**src/rtl/bcd_up_counter.sv**
```systemverilog
// Cascadable multi-digit BCD up-counter with parallel load, registered carry-out
// and a combinational terminal-count for same-cycle cascade enabling.
module bcd_up_counter #(
  parameter int unsigned DIGITS = 4
) (
  input  logic                  i_clk,
  input  logic                  i_mr,
  input  logic                  i_en,
  input  logic                  i_ld,
  input  logic [4*DIGITS-1:0]   i_d,
  output logic [4*DIGITS-1:0]   o_q,
  output logic                  o_co,
  output logic                  o_tc_c
);

  localparam int unsigned QW = 4 * DIGITS;

  logic [QW-1:0] r_q;
  logic          r_co;

  logic [QW-1:0] w_q_inc;
  logic [QW-1:0] w_q_ld;
  logic          w_cy;
  logic          w_all9;

  // Explicit decade carry chain; an illegal digit selected to increment clears and carries.
  always_comb begin
    w_q_inc = '0;
    w_q_ld  = '0;
    w_cy    = 1'b1;
    w_all9  = 1'b1;
    for (int unsigned i = 0; i < DIGITS; i++) begin
      w_all9 = w_all9 & (r_q[4*i +: 4] == 4'd9);
      w_q_ld[4*i +: 4] = (i_d[4*i +: 4] > 4'd9) ? 4'd0 : i_d[4*i +: 4];
      if (w_cy) begin
        if (r_q[4*i +: 4] >= 4'd9) begin
          w_q_inc[4*i +: 4] = 4'd0;
          w_cy              = 1'b1;
        end else begin
          w_q_inc[4*i +: 4] = r_q[4*i +: 4] + 4'd1;
          w_cy              = 1'b0;
        end
      end else begin
        w_q_inc[4*i +: 4] = r_q[4*i +: 4];
      end
    end
  end

  // Priority: reset > load > count > hold; CO is held when not counting.
  always_ff @(posedge i_clk or posedge i_mr) begin
    if (i_mr) begin
      r_q  <= '0;
      r_co <= 1'b0;
    end else if (i_ld) begin
      r_q  <= w_q_ld;
      r_co <= 1'b0;
    end else if (i_en) begin
      r_q  <= w_q_inc;
      r_co <= w_all9;
    end
  end

  assign o_q    = r_q;
  assign o_co   = r_co;
  assign o_tc_c = i_en & w_all9;

endmodule

```
**config.mk**
```make
export PLATFORM = sky130hd
export DESIGN_NAME = bcd_up_counter
export DESIGN_NICKNAME = d
export VERILOG_FILES = /design/src/rtl/bcd_up_counter.sv
export SDC_FILE = /design/constraint.sdc
export NUM_CORES = 1
export LEC_CHECK = 0
export ABC_CLOCK_PERIOD_IN_PS = 2300
export BUFFER_PORTS_ARGS = -buffer_cell sky130_fd_sc_hd__buf_2
export CAP_MARGIN = 10
export CORE_UTILIZATION = 51
export DETAILED_ROUTE_END_ITERATION = 8
export PLACE_DENSITY = 0.79
export SETUP_SLACK_MARGIN = 0.05
export SYNTH_ARGS = -nofsm -noshare
export SYNTH_HDL_FRONTEND = slang
export SYNTH_SLANG_ARGS = --single-unit
export TNS_END_PERCENT = 20
```
**constraint.sdc**
```tcl
create_clock -name i_clk -period 2.3 [get_ports i_clk]
set_input_delay 0.23 -clock i_clk [delete_from_list [all_inputs] [get_ports i_clk]]
set_output_delay 0.23 -clock i_clk [all_outputs]
set_load 0.05 [all_outputs]
```
==> out/metrics.csv <==
metric,value,unit
Async SR Flop Fraction,1.00,
GRT Resource Usage Total,0.265,
pin count of the biggest net entering global routing,26,
clock network power share,0.103,
die area,2810,um^2
Crit path max-delay family,simple AND/OR/NAND/NOR gates,
Clock transition at path regs,0.10,ns
DRC viols,0,
First DRT Iteration DRCs,31,
Initial Util,0.536,
final hold vios,0,
worst slew pin tran,0.662,ns
IO Port Bufs,37,
Vias,1235,
Critical Path Start Type,register,
setup TNS,0,ns
period utilisation layout,0.932,
DR WL/cell,15.9,um
Sw Ratio,0.531,
Yosys warnings,0,
status,completed,
"Setup Fix Bufs, Post-CTS",0,
Die H,53.0,um
Core ar.,2480,um^2
CTS buffer count,3,
final HPWL from detailed placement,2570,um
first-pass GRT wire length,5280,um
Worst Setup SP,o_q[6],
grt ovf,0,
"area leader, netlist",dfrtp_1,
share of the yosys chip area belonging to registers,0.320,
Critical Path Max Stage Delay,0.57,ns
"antenna viol nets, final",0,
distinct cell type count after synthesis,44,
Cell Int Power,0.740,mW
Layout fillers,233,
"top cells by area, synth","dfrtp_1 32%, ha_1 11%, o21ai_0 4.9%, a32oi_1 4.0%, inv_1 3.7%",
area delta synth->final,17.2,%
layout cells sized above 1,0.305,
Die Span X,53.0,um
clock sinks,17,
PostCTS Resize Cnt,0,
CP bufs+invs,1,
CTS Buffer Depth,2,
mean area per synthesized cell,9.55,um^2
"slowest stage cell, crit path",or4b_4,
number of global-route vias before repair,1172,
"Primary FF master, synth",dfrtp_1,
Area after DPL,1530,um^2
TritonCTS clock tree,yes,
Pre-Repair DR Iteration Count,4,
Worst Path Required,2.07,ns
Synth Register Bits,17,
"Setup violations, final",0,
clock latency on the worst-skew pair,0.28,ns
Leakage,0.757,nW
gpl congestion,0.851,
Ant. Diodes,0,
Setup CP Type,register to output pin,
Synth Instances,139,
DR vias/cell,5.97,
htree depth,1,
Mapped Nets,171,
Max-cap violations,0,
Worst slew margin,0.558,
Mapped Area,1330,um^2
"Design Area, Final",1560,um^2
initial antenna violation count,0,
unrepaired setup endpoints after global routing,no,
I/O Pins,38,
VDD IR-drop max,0.000809,V
CP Capture Type,output pin,
hold_buf cts,0,
final max-slew violation count,0,
Hold Path Class,input port to async pin,
Tot Pwr,1.58,mW
"EDFF count, synth",0,
top-count cell post-synth,dfrtp_1,
Root Driver,clkbuf_4,
Worst R2R Setup Slack,0.29,ns
worst reg2reg startpoint,o_q[1],
detailed-route wire length,3290,um
register share of total power,0.321,
Power Dens Cells,1020,nW/um^2
Layout Nets,210,
commonest cells in the netlist,"17 x dfrtp_1, 13 x inv_1, 13 x o21ai_0, 12 x ha_1, 9 x nor2_1",
critical path peak fanout,5,
Placement Rows,18,
Fmax achieved,0.467,GHz
post-layout min period,2.14,ns
Combinational Power Share,0.576,
Synth top area share,0.320,
"Arr. time, crit path",1.91,ns
Layout Skew,0.00131,ns
P_sw,0.839,mW
CP Cell Sequence,"or4b_4, nor4_4, buf_2",
==> area by class of cell <==
type	instances	area [um^2]	area share
multi-input combinational	106	832	0.535
sequential	17	425	0.274
timing repair buffer	37	185	0.119
inverter	13	48.8	0.0314
tap	30	37.5	0.0241
clock buffer	4	26.3	0.0169
==> registers in the layout (all words and copies together) (netlist names) <==
signal and cells:
o_q 16, o_co 1
==> routing by layer <==
metal | wire length (um) | global-route usage | up-vias
met4 | 50 | 0.118 | 0
li1 | - | - | 604
met1 | 1440 | 0.322 | 588
met5 | 0 | 0 | -
met2 | 1670 | 0.462 | 37
met3 | 121 | 0.0316 | 6
==> worst register-to-register path, delay by kind of cell, from the launching register on <==
kind,cells,cell delay (ns)
AOI/OAI and AO/OA,1,0.19
adders and majority gates,1,0.19
buffers and inverters,1,0.13
DFF,1,0.43
muxes,1,0.30
and+or+nand+nor,2,0.66
==> path summary, 6_finish.rpt <==
check                          end  depth (start not counted)
setup reg to reg            o_q[8]                          6
hold reg to reg               o_co                          2
hold / removal             o_q[13]                          2
max in group asynchronous   o_q[2]                          2
setup / recovery            o_tc_c                          3
min in group i_clk          o_q[3]                          2
==> cell usage in the layout, fill, tap and decap left out, drive strengths merged, types with 2 or more instances in the layout <==
master   netlist  layout
or2            3       3
o211ai         3       3
o21ai         13      13
nand2          6       6
o2bb2ai        3       3
dfrtp         17      17
nor2b          5       5
o22ai          2       2
nor4b          3       3
and3           2       2
clkbuf         0       4
mux2i          2       2
a211oi         2       2
nand3          5       5
nor2          11      11
ha            12      12
nor3           2       2
a31oi          2       2
inv           13      13
a21oi          4       4
nand3b         2       2
buf            3      37
a32oi          6       6
mux2           2       2
a22oi          3       3
==> kinds of logic after synthesis <==
family | share of synthesized area
flops | 0.320
mux | 0.0377
compound gates | 0.258
buf+inv | 0.0528
fa+ha+maj | 0.113
simple gates | 0.218
==> power groups by stage <==
stage,Combinational (mW),Clock [mW],Sequential (mW)
finish,0.910,0.162,0.507
global route,0.979,0.179,0.523
CTS,0.911,0.162,0.505
detailed placement,0.909,0,0.508
global placement,0.887,0,0.502
floorplan,0.391,0,0.790
==> per-stage QoR <==
step | util | setup slack [ns] | hold slack [ns] | cells
floorplan | - | 0.181 | 0.156 | 139
global placement | 0.617 | 0.484 | 0.343 | 203
detailed placement | 0.617 | 0.309 | 0.352 | 203
CTS | 0.628 | 0.149 | 0.0395 | 207
global route | 0.628 | 0.0751 | 0.0676 | 207
finish | 0.628 | 0.157 | 0.0181 | 207
No activity file was read; power rests on OpenSTA's default activity.
